===== src/rtl/slc3_mem_pkg.sv =====
// rtl/slc3_mem_pkg.sv - shared types and constants for the SLC-3 memory responder
package slc3_mem_pkg;

  typedef enum logic {
    S_INIT,
    S_READY
  } mem_state_t;

  typedef enum logic [1:0] {
    T_RAM,
    T_IO,
    T_NONE
  } target_t;

  localparam logic [15:0] IO_ADDR_DEFAULT = 16'hFFFF;
  localparam int          READ_LAT        = 2;

endpackage


===== src/rtl/slc3_mem_responder_if.sv =====
// rtl/slc3_mem_responder_if.sv - CPU-side memory request/response bundle plus board I/O
interface slc3_mem_responder_if;

  logic        mem_mem_ena;
  logic        mem_wr_ena;
  logic [15:0] mem_addr;
  logic [15:0] mem_wdata;
  logic [15:0] sw_i;
  logic [15:0] mem_rdata;
  logic        mem_rvalid;
  logic        init_done;
  logic [15:0] hex_o;

  // CPU control / board side drives requests and switches
  modport master (
    output mem_mem_ena, mem_wr_ena, mem_addr, mem_wdata, sw_i,
    input  mem_rdata, mem_rvalid, init_done, hex_o
  );

  // Responder side serves requests and drives the display
  modport slave (
    input  mem_mem_ena, mem_wr_ena, mem_addr, mem_wdata, sw_i,
    output mem_rdata, mem_rvalid, init_done, hex_o
  );

endinterface


===== src/rtl/slc3_init_rom.sv =====
// rtl/slc3_init_rom.sv - combinational program image copied into RAM after reset
module slc3_init_rom #(
  parameter int INIT_LEN    = 64,
  parameter int IMAGE_WORDS = 56,
  parameter int AW          = (INIT_LEN > 1) ? $clog2(INIT_LEN) : 1
) (
  input  logic [AW-1:0] i_addr,
  output logic [15:0]   o_data
);

  // Image word i is 0x1000 + i*0x0137; words past the image end read as zero
  always_comb begin
    o_data = 16'h0000;
    if (int'(i_addr) < IMAGE_WORDS) begin
      o_data = 16'h1000 + 16'(i_addr) * 16'h0137;
    end
  end

endmodule


===== src/rtl/slc3_mem_responder.sv =====
// rtl/slc3_mem_responder.sv - program RAM, image loader and I/O word for the SLC-3 CPU
module slc3_mem_responder
  import slc3_mem_pkg::*;
#(
  parameter int          MEM_DEPTH = 256,
  parameter int          INIT_LEN  = 64,
  parameter logic [15:0] IO_ADDR   = IO_ADDR_DEFAULT
) (
  input  logic                 clk,
  input  logic                 reset,
  slc3_mem_responder_if.slave  bus
);

  localparam int                RAM_AW   = (MEM_DEPTH > 1) ? $clog2(MEM_DEPTH) : 1;
  localparam int                ROM_AW   = (INIT_LEN > 1) ? $clog2(INIT_LEN) : 1;
  localparam logic [ROM_AW-1:0] LAST_CNT = ROM_AW'(INIT_LEN - 1);

  logic [15:0]         r_ram [MEM_DEPTH];
  mem_state_t          r_state;
  logic [ROM_AW-1:0]   r_cnt;
  logic                r_init_done;
  logic [READ_LAT-1:0] r_vld;
  target_t             r_s1_tgt;
  logic [15:0]         r_s1_ram;
  logic [15:0]         r_s1_sw;
  logic [15:0]         r_rdata;
  logic [15:0]         r_hex;

  logic [15:0]         w_rom_data;
  logic                w_init_wr;
  logic                w_rd;
  logic                w_wr;
  target_t             w_tgt;
  logic [RAM_AW-1:0]   w_ram_idx;
  logic [RAM_AW-1:0]   w_init_idx;
  logic [RAM_AW-1:0]   w_port_idx;
  logic                w_ram_we;
  logic [15:0]         w_ram_wd;
  logic [15:0]         w_s1_data;

  slc3_init_rom #(
    .INIT_LEN (INIT_LEN),
    .AW       (ROM_AW)
  ) u_rom (
    .i_addr (r_cnt),
    .o_data (w_rom_data)
  );

  // CPU requests are only honoured once the image is loaded; reset blocks side effects
  assign w_init_wr  = reset && (r_state == S_INIT);
  assign w_rd       = reset && (r_state == S_READY) && bus.mem_mem_ena && !bus.mem_wr_ena;
  assign w_wr       = reset && (r_state == S_READY) && bus.mem_mem_ena && bus.mem_wr_ena;
  assign w_ram_idx  = bus.mem_addr[RAM_AW-1:0];
  assign w_init_idx = RAM_AW'(r_cnt);

  // One shared RAM port: the loader owns it during init, the CPU afterwards
  assign w_port_idx = (r_state == S_INIT) ? w_init_idx : w_ram_idx;
  assign w_ram_we   = w_init_wr || (w_wr && (w_tgt == T_RAM));
  assign w_ram_wd   = (r_state == S_INIT) ? w_rom_data : bus.mem_wdata;

  // Address decode: RAM window, the single I/O word, everything else unmapped
  always_comb begin
    w_tgt = T_NONE;
    if (int'(bus.mem_addr) < MEM_DEPTH) begin
      w_tgt = T_RAM;
    end else if (bus.mem_addr == IO_ADDR) begin
      w_tgt = T_IO;
    end
  end

  // Single-port RAM with synchronous read; contents survive reset
  always_ff @(posedge clk) begin
    if (w_ram_we) begin
      r_ram[w_port_idx] <= w_ram_wd;
    end
    r_s1_ram <= r_ram[w_port_idx];
  end

  // Stage-2 source select from the target captured in stage 1
  always_comb begin
    case (r_s1_tgt)
      T_RAM:   w_s1_data = r_s1_ram;
      T_IO:    w_s1_data = r_s1_sw;
      default: w_s1_data = 16'h0000;
    endcase
  end

  // Loader FSM, two-stage read pipeline and hex register
  always_ff @(posedge clk) begin
    if (!reset) begin
      r_state     <= S_INIT;
      r_cnt       <= '0;
      r_init_done <= 1'b0;
      r_vld       <= '0;
      r_s1_tgt    <= T_NONE;
      r_s1_sw     <= 16'h0000;
      r_rdata     <= 16'h0000;
      r_hex       <= 16'h0000;
    end else begin
      case (r_state)
        S_INIT: begin
          r_cnt <= r_cnt + 1'b1;
          if (r_cnt == LAST_CNT) begin
            r_state     <= S_READY;
            r_init_done <= 1'b1;
          end
        end
        default: begin
          r_state <= S_READY;
        end
      endcase

      r_vld <= {r_vld[READ_LAT-2:0], w_rd};

      if (w_rd) begin
        r_s1_tgt <= w_tgt;
        r_s1_sw  <= bus.sw_i;
      end

      if (r_vld[READ_LAT-2]) begin
        r_rdata <= w_s1_data;
      end

      if (w_wr && (w_tgt == T_IO)) begin
        r_hex <= bus.mem_wdata;
      end
    end
  end

  assign bus.mem_rdata  = r_rdata;
  assign bus.mem_rvalid = r_vld[READ_LAT-1];
  assign bus.init_done  = r_init_done;
  assign bus.hex_o      = r_hex;

endmodule


===== src/flat_wrapper.sv =====
// flat-port wrapper written by rule: the top's interface ports become plain ports
module slc3_mem_responder_flat import slc3_mem_pkg::*;
#(
  parameter int          MEM_DEPTH = 256,
  parameter int          INIT_LEN  = 64,
  parameter logic [15:0] IO_ADDR   = IO_ADDR_DEFAULT
)
  (clk, reset, bus_mem_mem_ena, bus_mem_wr_ena, bus_mem_addr, bus_mem_wdata, bus_sw_i, bus_mem_rdata, bus_mem_rvalid, bus_init_done, bus_hex_o);
  slc3_mem_responder_if bus_i ();
  input  logic clk;
  input  logic reset;
  input wire logic [$bits(bus_i.mem_mem_ena)-1:0] bus_mem_mem_ena;
  input wire logic [$bits(bus_i.mem_wr_ena)-1:0] bus_mem_wr_ena;
  input wire logic [$bits(bus_i.mem_addr)-1:0] bus_mem_addr;
  input wire logic [$bits(bus_i.mem_wdata)-1:0] bus_mem_wdata;
  input wire logic [$bits(bus_i.sw_i)-1:0] bus_sw_i;
  output wire logic [$bits(bus_i.mem_rdata)-1:0] bus_mem_rdata;
  output wire logic [$bits(bus_i.mem_rvalid)-1:0] bus_mem_rvalid;
  output wire logic [$bits(bus_i.init_done)-1:0] bus_init_done;
  output wire logic [$bits(bus_i.hex_o)-1:0] bus_hex_o;
  assign bus_i.mem_mem_ena = bus_mem_mem_ena;
  assign bus_i.mem_wr_ena = bus_mem_wr_ena;
  assign bus_i.mem_addr = bus_mem_addr;
  assign bus_i.mem_wdata = bus_mem_wdata;
  assign bus_i.sw_i = bus_sw_i;
  assign bus_mem_rdata = bus_i.mem_rdata;
  assign bus_mem_rvalid = bus_i.mem_rvalid;
  assign bus_init_done = bus_i.init_done;
  assign bus_hex_o = bus_i.hex_o;
  slc3_mem_responder #(.MEM_DEPTH(MEM_DEPTH), .INIT_LEN(INIT_LEN), .IO_ADDR(IO_ADDR)) u_core (.clk(clk), .reset(reset), .bus(bus_i));
endmodule

===== config.mk =====
export PLATFORM = sky130hd
export DESIGN_NAME = slc3_mem_responder_flat
export DESIGN_NICKNAME = d
export VERILOG_FILES = /design/src/rtl/slc3_mem_pkg.sv /design/src/rtl/slc3_mem_responder_if.sv /design/src/rtl/slc3_init_rom.sv /design/src/rtl/slc3_mem_responder.sv /design/src/flat_wrapper.sv
export SDC_FILE = /design/constraint.sdc
export NUM_CORES = 2
export LEC_CHECK = 0
export CAP_MARGIN = 20
export CORE_ASPECT_RATIO = 0.9
export CORE_MARGIN = 1
export CORE_UTILIZATION = 50
export CTS_CLUSTER_SIZE = 12
export DETAILED_ROUTE_END_ITERATION = 6
export GPL_ROUTABILITY_DRIVEN = 1
export GPL_TIMING_DRIVEN = 0
export PLACE_DENSITY_LB_ADDON = 0.12
export SYNTH_ARGS = -nofsm -noshare
export SYNTH_HDL_FRONTEND = slang
export SYNTH_SLANG_ARGS = --single-unit

===== constraint.sdc =====
create_clock -name clk -period 15.55 [get_ports clk]
set_clock_uncertainty 0.15 [all_clocks]
set_input_delay 3.8875 -clock clk [delete_from_list [all_inputs] [get_ports clk]]
set_output_delay 3.8875 -clock clk [all_outputs]
set_load 0.05 [all_outputs]

==> flow_summary.toml <==
[detailed_routing]
postRouteAntennaNets = 0
route.detailed.drc = 2
top_layer_used = "met5"
initialDrtViolationCount = 20460
vias_per_cell = 7.282
wire_per_inst_um = 52.70
dr_wl_met2_um = 292100
wl_met1_um = 248400
firstDrtPassIters = 7
met3_length_um = 123700
routed_wl_um = 723800
num_vias = 100000

[timing]
period_needed_ns = 10.72
fmaxAchievable_mhz = 93.25
finalSetupTns_ns = 0
slew_headroom_pct = 6.509
drv_slew = 0
tightest_slew_ns = 1.390
finalHoldViolations = 0
finalSetupViolations = 0
holdWs_ns = 0.3090
grt_setup_unrepaired = "no"
finalCritPeriodShare_pct = 68.96

[run_status]
status = "complete, but fails checks"
violations = "DRC"

[placed_design]
gp_congestion = 1.033
port_buffers = 84
hpwl_um = 491100

[global_routing]
grt-ovfl-total = 0
grt_pass1_wl_um = 909000
grt_pass1_vias = 88870
track_usage_pct = 44.28
grt_max_degree = 104
antenna_found_initial = 85

[worst_setup_path]
required_ns = 16.04
arrival_ns = 11.21
critPathBufInv = 4
path_delay_family = "compound AO/OA/AOI/OAI gates"
crit_top_cell = "buf_2"
start_kind = "primary input"
critPathCaptureType = "register"
slowest_stage = "o21ai_1"
cp_max_fo = 10
cpPeakStageDelay_ns = 1.06
critical_path_class = "in -> reg"
path_cells = "clkdlybuf4s50_1, and3_1, o21ai_0, buf_2, buf_2, buf_2, o22ai_1, nor4_1, o22ai_1, o21ai_1, nand4_1"

[clock_network]
htree_levels = 5
cts_tree = "yes"
cts-buffers-inserted = 421
cts_hold_buffers = 0
cts.sinks = 4172
clkLatencyLatePin_ns = 1.05
ctsResizeCount = 0
path_clk_slew_ns = 0.06
postCtsSetupRepairBufs = 0
cts_buffer_depth = 4
cts_root_buf = "clkbuf_16"

[min_path]
hp-class = "reg -> reg"

[logic_synthesis]
yosysSeqAreaShare_pct = 77.67
synth_nets = 8348
synth_edf_count = 4096
syn_avg_cell_area_um2 = 19.44
synth.distinct_cells = 55
yosys_warnings = 0
ys.flop_type = "edfxtp_1"
syn_area_um2 = 160300
ys_ff_latch = 4172
netlist_instances = 8248
async_flop_share_pct = 0

[flow_run]
drv_cap = 0

[floorplanning]
start_util_pct = 50.44
die_h_um = 539.2
io-pin-count = 86
rows = 196
coreArea_um2 = 317800
dieArea_um2 = 322900
die_w_um = 598.9

[finish]
nets = 9215
nFillCells = 23340
drive_above_1_share_pct = 21.80
syn2layout_area_growth_pct = 16.94

[pwr]
p_leak_nw = 58.44
power.density_nw_per_um2 = 131.4
vdd_drop_max_uv = 98.32
[cell type report]
cell class                      instances  area, µm²  area share (%)
Sequential cell                      4172     124500           66.42
Timing Repair Buffer                  444       7874           4.200
Buffer                                494       2546           1.358
Multi-Input combinational cell       3536      34700           18.51
Antenna cell                           98      245.2          0.1308
Tap cell                             4257       5326           2.841
Inverter                               46      172.7         0.09210
Clock buffer                          542      11040           5.886
Clock inverter                        144       1054          0.5619
[flip-flops by register name, indices dropped and copies added (netlist names), 2 cells and up]
signal	cells
u_core.r_ram	4096
u_core.bus.hex_o	16
u_core.bus.mem_rdata	16
u_core.r_s1_ram	16
u_core.r_s1_sw	16
u_core.r_cnt	6
u_core.r_s1_tgt	2
u_core.r_vld	2
[kinds of logic after synthesis]
logic type                 after synthesis  share of synthesized area, %
and+or+nand+nor                        885                         2.495
adders and majority gates               48                        0.4308
muxes                                 1612                         13.75
AOI/OAI and AO/OA                      981                         3.997
buffers and inverters                  540                         1.601
xor gates and xnor gates                10                       0.05463
DFF                                   4172                         77.67
[Yosys cell counts, types with 13 or more instances]
library cell,n,area share [%]
and2_1,21,0.082
nor2b_1,28,0.11
o22ai_1,616,2.4
nor2_1,265,0.62
nand2_1,338,0.79
nor3_1,18,0.056
a41o_1,15,0.094
nand4_1,23,0.090
dfxtp_1,76,0.95
buf_2,255,0.80
a22o_1,13,0.071
clkbuf_1,158,0.37
nand3_1,24,0.075
a21oi_1,70,0.22
buf_1,39,0.091
nor4_1,139,0.54
o21ai_0,64,0.20
edfxtp_1,4096,77
buf_4,25,0.12
ha_1,36,0.28
mux4_2,472,6.6
a22oi_1,102,0.48
o41ai_1,26,0.14
buf_6,17,0.12
a41oi_1,49,0.27
mux2i_1,1138,7.1
inv_1,46,0.11
[power breakdown]
part / switching, mW / leakage (nW) / internal, mW / total (mW)
Sequential: 0.00787 / 37.4 / 12.6 / 12.6
Combinational: 1.95 / 15.2 / 0.641 / 2.59
Clock: 4.36 / 5.88 / 5.04 / 9.40
[metrics by stage]
stage / setup WS [ns] / power, mW / area (µm²) / utilization [%] / instances
floorplan: 2.026 / 14.02 / 160300 / - / 8248
global placement: -8.040 / 15.35 / 166500 / 52.38 / 12590
detailed placement: 4.836 / 15.30 / 174900 / 55.04 / 12940
CTS: 5.837 / 24.38 / 187000 / 58.84 / 13620
global route: 5.549 / 24.88 / 187200 / 58.91 / 13640
finish: 4.827 / 24.63 / 187500 / 58.99 / 13730
[tightest hold or removal path: stages (launching register included)]
cell	delay, ns
dfxtp_1	0.31
nand2_1	0.05
o21ai_0	0.06
[cells in the final DEF, fill, tap and decap left out, types with 98 or more instances in the layout]
| cell type | Yosys | routed |
|---|---|---|
| edfxtp_1 | 4096 | 4096 |
| mux2i_1 | 1138 | 1138 |
| o22ai_1 | 616 | 616 |
| mux4_2 | 472 | 472 |
| clkbuf_16 | 0 | 423 |
| nand2_1 | 338 | 338 |
| buf_2 | 255 | 290 |
| clkbuf_1 | 158 | 183 |
| nor2_2 | 0 | 146 |
| buf_8 | 0 | 137 |
| nor4_1 | 139 | 131 |
| buf_16 | 0 | 119 |
| nor2_4 | 0 | 111 |
| a22oi_1 | 102 | 101 |
| diode_2 | 0 | 98 |
[worst paths after layout]
check / start / end / slack [ns] / cells past startpoint
worst min-delay path: u_core.r_s1_sw[0]$_SDFFE_PN0P_ / u_core.r_s1_sw[0]$_SDFFE_PN0P_ / 0.31 / 2
worst min register to register: u_core.r_s1_sw[0]$_SDFFE_PN0P_ / u_core.r_s1_sw[0]$_SDFFE_PN0P_ / 0.31 / 2
worst max-delay path: bus_mem_addr[3] / u_core.r_s1_ram[8]$_DFF_P_ / 4.83 / 11
worst max register to register: u_core.r_state$_SDFF_PN0_ / u_core.r_s1_ram[8]$_DFF_P_ / 7.52 / 11
[routing by layer]
layer  vias up  GRT usage [%]
li1      35680              -
met1     52140          56.44
met2     10060          58.91
met3      2113          21.65
met4        24          30.90
met5         -         0.1340
No activity file was read; power rests on OpenSTA's default activity.
